`src/rtl/dom_rng_pkg.sv`:
```
// ============================================================================
// Module  : dom_rng_pkg
// Purpose : Shared constants, FSM state type and width helper for the DOM
//           fresh-randomness generator.
// Revision: 1.0 - initial release
// ============================================================================
`default_nettype none

package dom_rng_pkg;

  localparam logic [63:0] c_lane_inc = 64'h9E3779B97F4A7C15;
  localparam logic [63:0] c_zero_sub = 64'h0000000000000001;

  typedef enum logic [1:0] {
    IDLE = 2'd0,
    SEED = 2'd1,
    WARM = 2'd2,
    RUN  = 2'd3
  } state_e;

  typedef struct packed {
    logic [31:0] z_w;
    logic [31:0] b_w;
  } mul_width_t;

  // Fresh bits one DOM multiplier consumes per cycle for a given share count.
  function automatic mul_width_t mul_widths(input int shares);
    mul_width_t w;
    w.z_w = 32'(shares * (shares - 1));
    w.b_w = 32'(2 * shares);
    return w;
  endfunction

endpackage

`default_nettype wire

```
`src/rtl/xorshift64_lane.sv`:
```
// ============================================================================
// Module  : xorshift64_lane
// Purpose : One 64-bit xorshift64 state register with load, step and hold.
// Revision: 1.0 - initial release
// ============================================================================
`default_nettype none

module xorshift64_lane #(
  parameter int OUT_W = 64
) (
  input  logic             clk,
  input  logic             rst,
  input  logic             i_load,
  input  logic [63:0]      i_load_val,
  input  logic             i_step,
  output logic [OUT_W-1:0] o_state,
  output logic [OUT_W-1:0] o_next
);

  logic [63:0] r_state;
  logic [63:0] w_s1;
  logic [63:0] w_s2;
  logic [63:0] w_s3;

  assign w_s1 = r_state ^ (r_state << 13);
  assign w_s2 = w_s1 ^ (w_s1 >> 7);
  assign w_s3 = w_s2 ^ (w_s2 << 17);

  always_ff @(posedge clk or posedge rst) begin
    if (rst) begin
      r_state <= '0;
    end else if (i_load) begin
      r_state <= i_load_val;
    end else if (i_step) begin
      r_state <= w_s3;
    end
  end

  // Only the bits the top actually forwards are exposed; the step uses all 64.
  assign o_state = r_state[OUT_W-1:0];
  assign o_next  = w_s3[OUT_W-1:0];

endmodule

`default_nettype wire

```
`src/rtl/dom_mask_rng.sv`:
```
// ============================================================================
// Module  : dom_mask_rng
// Purpose : Seeded xorshift64 source of Z (remask) and B (blinding) bits for
//           NUM_MULS DOM GF(2^2) multipliers. Optional macro
//           DOM_RNG_RESEED_LIMIT_EN adds a step budget and ReseedReqxSO.
// Revision: 1.0 - initial release
// ============================================================================
`default_nettype none

module dom_mask_rng
  import dom_rng_pkg::*;
#(
  parameter int SHARES        = 2,
  parameter int NUM_MULS      = 9,
  parameter int WARMUP_CYCLES = 16
`ifdef DOM_RNG_RESEED_LIMIT_EN
  ,
  parameter int RESEED_LIMIT  = 1024
`endif
) (
  input  logic                                  ClkxCI,
  input  logic                                  RstxRI,
  input  logic [63:0]                           SeedxDI,
  input  logic                                  SeedValidxSI,
  output logic                                  SeedReadyxSO,
  input  logic                                  EnxSI,
  output logic [NUM_MULS*SHARES*(SHARES-1)-1:0] RandZxDO,
  output logic [NUM_MULS*2*SHARES-1:0]          RandBxDO,
  output logic                                  RandValidxSO
`ifdef DOM_RNG_RESEED_LIMIT_EN
  ,
  output logic                                  ReseedReqxSO
`endif
);

  localparam mul_width_t c_mw = mul_widths(SHARES);
  localparam int Z_W   = NUM_MULS * int'(c_mw.z_w);
  localparam int B_W   = NUM_MULS * int'(c_mw.b_w);
  localparam int c_tot = Z_W + B_W;
  localparam int LANES = (c_tot + 63) / 64;

  state_e             r_state;
  state_e             w_state_nxt;
  logic [31:0]        r_warm_cnt;
  logic [63:0]        r_seed;
  logic [c_tot-1:0]   r_out;
  logic               r_valid;
  logic               r_ready;
  logic [c_tot-1:0]   w_cat_cur;
  logic [c_tot-1:0]   w_cat_nxt;
  logic               w_seed_hs;
  logic               w_lane_load;
  logic               w_lane_step;
  logic               w_out_cur;
  logic               w_out_nxt;
  logic               w_valid_nxt;
  logic               w_frozen;
  logic               w_limit_hit;

  assign w_seed_hs = SeedValidxSI & r_ready;

  always_comb begin
    w_state_nxt = r_state;
    w_lane_load = 1'b0;
    w_lane_step = 1'b0;
    w_out_cur   = 1'b0;
    w_out_nxt   = 1'b0;
    w_valid_nxt = r_valid;
    case (r_state)
      IDLE: begin
        if (w_seed_hs) w_state_nxt = SEED;
      end
      SEED: begin
        w_lane_load = 1'b1;
        w_state_nxt = WARM;
      end
      WARM: begin
        if (r_warm_cnt == '0) begin
          w_state_nxt = RUN;
          w_out_cur   = 1'b1;
          w_valid_nxt = 1'b1;
        end else begin
          w_lane_step = 1'b1;
        end
      end
      RUN: begin
        if (w_seed_hs) begin
          w_state_nxt = SEED;
          w_valid_nxt = 1'b0;
        end else if (EnxSI && !w_frozen) begin
          w_lane_step = 1'b1;
          w_out_nxt   = 1'b1;
          if (w_limit_hit) w_valid_nxt = 1'b0;
        end
      end
      default: w_state_nxt = IDLE;
    endcase
  end

  always_ff @(posedge ClkxCI or posedge RstxRI) begin
    if (RstxRI) begin
      r_state    <= IDLE;
      r_warm_cnt <= '0;
      r_seed     <= '0;
      r_out      <= '0;
      r_valid    <= 1'b0;
      r_ready    <= 1'b0;
    end else begin
      r_state <= w_state_nxt;
      r_valid <= w_valid_nxt;
      r_ready <= (w_state_nxt == IDLE) || (w_state_nxt == RUN);
      if (w_seed_hs) r_seed <= SeedxDI;
      if (r_state == SEED) begin
        r_warm_cnt <= 32'(WARMUP_CYCLES);
      end else if (r_state == WARM && r_warm_cnt != '0) begin
        r_warm_cnt <= r_warm_cnt - 32'd1;
      end
      if (w_out_cur) begin
        r_out <= w_cat_cur;
      end else if (w_out_nxt) begin
        r_out <= w_cat_nxt;
      end
    end
  end

`ifdef DOM_RNG_RESEED_LIMIT_EN
  logic [31:0] r_step_cnt;
  logic        r_req;

  assign w_frozen    = r_req;
  assign w_limit_hit = (r_step_cnt == 32'(RESEED_LIMIT) - 32'd1);

  // The budget restarts with the handshake so the request drops immediately.
  always_ff @(posedge ClkxCI or posedge RstxRI) begin
    if (RstxRI) begin
      r_step_cnt <= '0;
      r_req      <= 1'b0;
    end else if (w_seed_hs || r_state == SEED) begin
      r_step_cnt <= '0;
      r_req      <= 1'b0;
    end else if (r_state == RUN && w_lane_step) begin
      r_step_cnt <= r_step_cnt + 32'd1;
      if (w_limit_hit) r_req <= 1'b1;
    end
  end

  assign ReseedReqxSO = r_req;
`else
  assign w_frozen    = 1'b0;
  assign w_limit_hit = 1'b0;
`endif

  for (genvar i = 0; i < LANES; i++) begin : g_lane
    localparam logic [63:0] c_off   = 64'(i) * c_lane_inc;
    localparam int          c_out_w = ((c_tot - 64 * i) >= 64) ? 64 : (c_tot - 64 * i);
    logic [63:0] w_mix;
    logic [63:0] w_init;

    // xorshift has an all-zero fixed point, so a zero seed is substituted.
    assign w_mix  = r_seed ^ c_off;
    assign w_init = (w_mix == '0) ? c_zero_sub : w_mix;

    xorshift64_lane #(
      .OUT_W (c_out_w)
    ) u_lane (
      .clk        (ClkxCI),
      .rst        (RstxRI),
      .i_load     (w_lane_load),
      .i_load_val (w_init),
      .i_step     (w_lane_step),
      .o_state    (w_cat_cur[64*i +: c_out_w]),
      .o_next     (w_cat_nxt[64*i +: c_out_w])
    );
  end

  assign RandZxDO     = r_out[Z_W-1:0];
  assign RandBxDO     = r_out[Z_W +: B_W];
  assign RandValidxSO = r_valid;
  assign SeedReadyxSO = r_ready;

endmodule

`default_nettype wire

```
`config.mk`:
```
export PLATFORM = sky130hd
export DESIGN_NAME = dom_mask_rng
export DESIGN_NICKNAME = d
export VERILOG_FILES = /design/src/rtl/dom_rng_pkg.sv /design/src/rtl/xorshift64_lane.sv /design/src/rtl/dom_mask_rng.sv
export SDC_FILE = /design/constraint.sdc
export NUM_CORES = 1
export LEC_CHECK = 0
export ABC_AREA = 1
export BUFFER_PORTS_ARGS = -buffer_cell sky130_fd_sc_hd__buf_2
export CAP_MARGIN = 20
export CORE_UTILIZATION = 60
export CTS_CLUSTER_DIAMETER = 200
export CTS_CLUSTER_SIZE = 40
export DETAILED_ROUTE_END_ITERATION = 8
export GPL_ROUTABILITY_DRIVEN = 0
export HOLD_SLACK_MARGIN = 0.12
export PLACE_DENSITY = 0.78
export SYNTH_ARGS = -nofsm -noshare
export SYNTH_HDL_FRONTEND = slang
export SYNTH_SLANG_ARGS = --single-unit
export TNS_END_PERCENT = 100
```
`constraint.sdc`:
```
create_clock -name ClkxCI -period 21.8 [get_ports ClkxCI]
set_input_delay 3.27 -clock ClkxCI [delete_from_list [all_inputs] [get_ports ClkxCI]]
set_output_delay 3.27 -clock ClkxCI [all_outputs]
set_load 0.03 [all_outputs]
```
==> flow_metrics.py <==
metrics = {
    "synth": {
        "yosysWarnings": 0,
        "ys_ff_latch": 218,
        "mappedNetlistNets": 2025,
        "mapped_area_um2": 13200,
        "synth.yosys.seq_area_share": 0.412,
        "postSynthAreaPerCell_um2": 6.79,
        "syn-instance-count": 1951,
        "synth_cell_type_count": 28,
    },
    "clock_tree": {
        "postCtsHoldBufs": 0,
        "tritoncts": "yes",
        "number_of_buffers_created_by_cts": 9,
        "worst_setup_hold_path_clk_slew_ns": 0.15,
        "cts_max_level": 1,
        "worst_skew_pair.late_latency_ns": 0.50,
        "cts_num_sinks": 218,
        "clk_path_buf_depth": 3,
        "clock-root-buffer": "sky130_fd_sc_hd__clkbuf_16",
        "post_cts.resized_instances": 0,
        "post_cts_buffers": 0,
    },
    "worst_setup_path": {
        "critPathRequiredTime_ns": 22.24,
        "worstSetupStartpointType": "primary input",
        "timing.critical_path.arrival_ns": 6.13,
        "crit_path_end_kind": "register",
        "ff2ff_setup_slack_ns": 18.59,
        "criticalPathCategory": "primary input to register",
        "crit_path_max_fanout": 64,
    },
    "floorplan": {
        "i_o_pins": 124,
        "row_count": 53,
        "die_h_um": 151,
        "fp.dieArea_um2": 22700,
        "initial_core_util": 0.620,
        "die_w_um": 151,
        "core_um2": 21400,
    },
    "sta": {
        "final.min_clock_period_ns": 5.69,
        "rsz0062_at_grt": "false",
        "final_min_period_over_clock_period": 0.261,
        "fmaxAchievable_mhz": 176,
        "final-setup-viol-count": 0,
        "setup-tns-final_ns": 0,
        "clock_skew_ns": 0.0451,
        "slew_headroom": 0.274,
        "slew_viol_final": 0,
        "timing_hold_violations_final": 0,
        "worst-slew-pin-transition_ns": 1.09,
    },
    "route": {
        "routed-via-count": 12800,
        "totalWireLength_um": 39200,
        "drt_wl_cell_um": 17.4,
        "number_of_routed_nets_with_antenna_violations": 0,
        "firstDrtPassIters": 6,
        "iter_0_drt_violations": 1483,
        "drc": 0,
        "vias_per_cell": 5.72,
    },
    "global_route": {
        "via_count_of_the_first_global_routing_pass": 11800,
        "number_of_antenna_violations_at_the_first_check_in_global_routing": 1,
        "grt.overflow.total": 0,
        "global_route.usage.total": 0.355,
        "grt_first_pass_wirelength_um": 62300,
        "grt_max_degree": 146,
    },
    "placed_design": {
        "numPortBuffers": 123,
        "detailedPlacementHpwl_um": 27800,
    },
    "layout": {
        "antenna_cells": 0,
        "synthToLayoutAreaGrowth_pct": 5.57,
        "final_common_cell": "sky130_fd_sc_hd__nand2_1",
        "fillerInstances": 1942,
        "final_layout_size_suffix_gt1_frac": 0.0837,
        "post-route-util": 0.654,
        "layout_common_cells": "sky130_fd_sc_hd__nand2_1 (924), sky130_fd_sc_hd__nand3_1 (229), sky130_fd_sc_hd__dfrtp_1 (218), sky130_fd_sc_hd__nor2_1 (130), sky130_fd_sc_hd__buf_2 (123)",
        "fin_nets": 2046,
    },
    "run": {
        "max-cap-violations": 0,
    },
    "outcome": {
        "run_status": "complete, no violations",
    },
    "hold_path": {
        "hold_class": "register to register",
    },
}
## layout make-up
class	count	area, µm²	share of cell area
multi-input combinational	1509	6810	0.487
inverter	102	392	0.0280
timing repair buffer	132	723	0.0518
clock buffer	9	225	0.0161
sequential	218	5460	0.390
clock inverter	1	30.0	0.00215
tap	275	344	0.0246
## cells in the mapped netlist
cell | n | area share
sky130_fd_sc_hd__buf_6 | 16 | 0.014
sky130_fd_sc_hd__inv_2 | 6 | 0.0017
sky130_fd_sc_hd__nor3b_1 | 1 | 0.00057
sky130_fd_sc_hd__nand2_1 | 927 | 0.26
sky130_fd_sc_hd__o21ai_0 | 46 | 0.017
sky130_fd_sc_hd__buf_4 | 10 | 0.0057
sky130_fd_sc_hd__nand2_2 | 2 | 0.00095
sky130_fd_sc_hd__dfrtp_1 | 218 | 0.41
sky130_fd_sc_hd__nor2_4 | 1 | 0.00085
sky130_fd_sc_hd__o21bai_1 | 3 | 0.0017
sky130_fd_sc_hd__nand3_1 | 229 | 0.087
sky130_fd_sc_hd__clkinv_2 | 1 | 0.00038
sky130_fd_sc_hd__a21boi_1 | 1 | 0.00057
sky130_fd_sc_hd__inv_1 | 95 | 0.027
sky130_fd_sc_hd__buf_2 | 3 | 0.0011
sky130_fd_sc_hd__nand4_1 | 42 | 0.020
sky130_fd_sc_hd__a21oi_1 | 4 | 0.0015
sky130_fd_sc_hd__nand2_4 | 2 | 0.0017
sky130_fd_sc_hd__o21ai_4 | 1 | 0.0012
sky130_fd_sc_hd__xor2_1 | 59 | 0.039
sky130_fd_sc_hd__clkbuf_1 | 79 | 0.022
sky130_fd_sc_hd__nand3b_1 | 3 | 0.0017
sky130_fd_sc_hd__xnor2_1 | 46 | 0.030
sky130_fd_sc_hd__nor2_1 | 130 | 0.037
sky130_fd_sc_hd__nor3_1 | 2 | 0.00076
sky130_fd_sc_hd__ha_1 | 6 | 0.0057
sky130_fd_sc_hd__buf_1 | 14 | 0.0040
sky130_fd_sc_hd__nor2_2 | 4 | 0.0019
## sequential cells by signal, summed over array words and instances, names as in the netlist
name / count
SeedReadyxSO: 1
g_lane.u_lane.r_state: 64
RandValidxSO: 1
r_warm_cnt: 32
r_state: 2
g_lane.w_mix: 64
r_out: 54
## worst max-delay path, cell delays in order
cell and delay, ns:
sky130_fd_sc_hd__buf_2 0.09, sky130_fd_sc_hd__nand2_2 0.35, sky130_fd_sc_hd__buf_16 0.33, sky130_fd_sc_hd__inv_2 0.07
sky130_fd_sc_hd__nor2_1 0.05, sky130_fd_sc_hd__nand2_2 0.05, sky130_fd_sc_hd__buf_4 0.54, sky130_fd_sc_hd__nand2_1 0.10
sky130_fd_sc_hd__inv_1 0.19, sky130_fd_sc_hd__nand2_4 0.16, sky130_fd_sc_hd__nand2_4 0.60, sky130_fd_sc_hd__nand2_1 0.12
sky130_fd_sc_hd__nand2_1 0.11
## cell families (layout without fill, tap and decap cells)
kind of cell / after synthesis / after routing / synth area share
XOR/XNOR: 105 / 105 / 0.0695
buffers and inverters: 224 / 244 / 0.0758
AO/OA/AOI/OAI: 55 / 55 / 0.0224
AND/OR/NAND/NOR: 1343 / 1343 / 0.415
adder cells (fa/ha/maj): 6 / 6 / 0.00567
flip-flops: 218 / 218 / 0.412
## path summary, 6_finish.rpt
| kind | from | cells past startpoint | endpoint |
|---|---|---|---|
| setup / recovery | SeedValidxSI | 13 | g_lane[0].u_lane.r_state[55] |
| hold / removal | r_out[1] | 2 | r_out[1] |
| setup reg to reg | SeedReadyxSO | 12 | g_lane[0].u_lane.r_state[55] |
| hold reg to reg | r_out[1] | 2 | r_out[1] |
| max in group asynchronous | RstxRI | 4 | r_out[50] |
| min in group asynchronous | RstxRI | 2 | g_lane[0].w_mix[0] |
## metrics by stage
stage | instance area, µm² | instances | hold WS, ns | setup slack [ns]
2_1_floorplan | 13200 | 1951 | 0.469 | 12.57
3_3_place_gp | 13700 | 2234 | 0.490 | 15.64
3_5_place_dp | 13700 | 2234 | 0.493 | 15.59
4_1_cts | 13900 | 2244 | 0.524 | 16.10
5_1_grt | 14000 | 2246 | 0.550 | 15.87
6_report | 14000 | 2246 | 0.519 | 16.11
## routing by layer
metal | global-route usage | vias up | wire, µm | share of wire
li1 | - | 6105 | - | -
met3 | 0.0558 | 140 | 4180 | 0.11
met4 | 0.139 | 0 | 1770 | 0.045
met1 | 0.506 | 5859 | 16200 | 0.41
met2 | 0.541 | 741 | 17000 | 0.43
met5 | 0 | - | 0 | 0
Power is left out: the tool's default activity adds up to more than one toggle a clock period on the data nets, which glitch-free logic cannot reach.
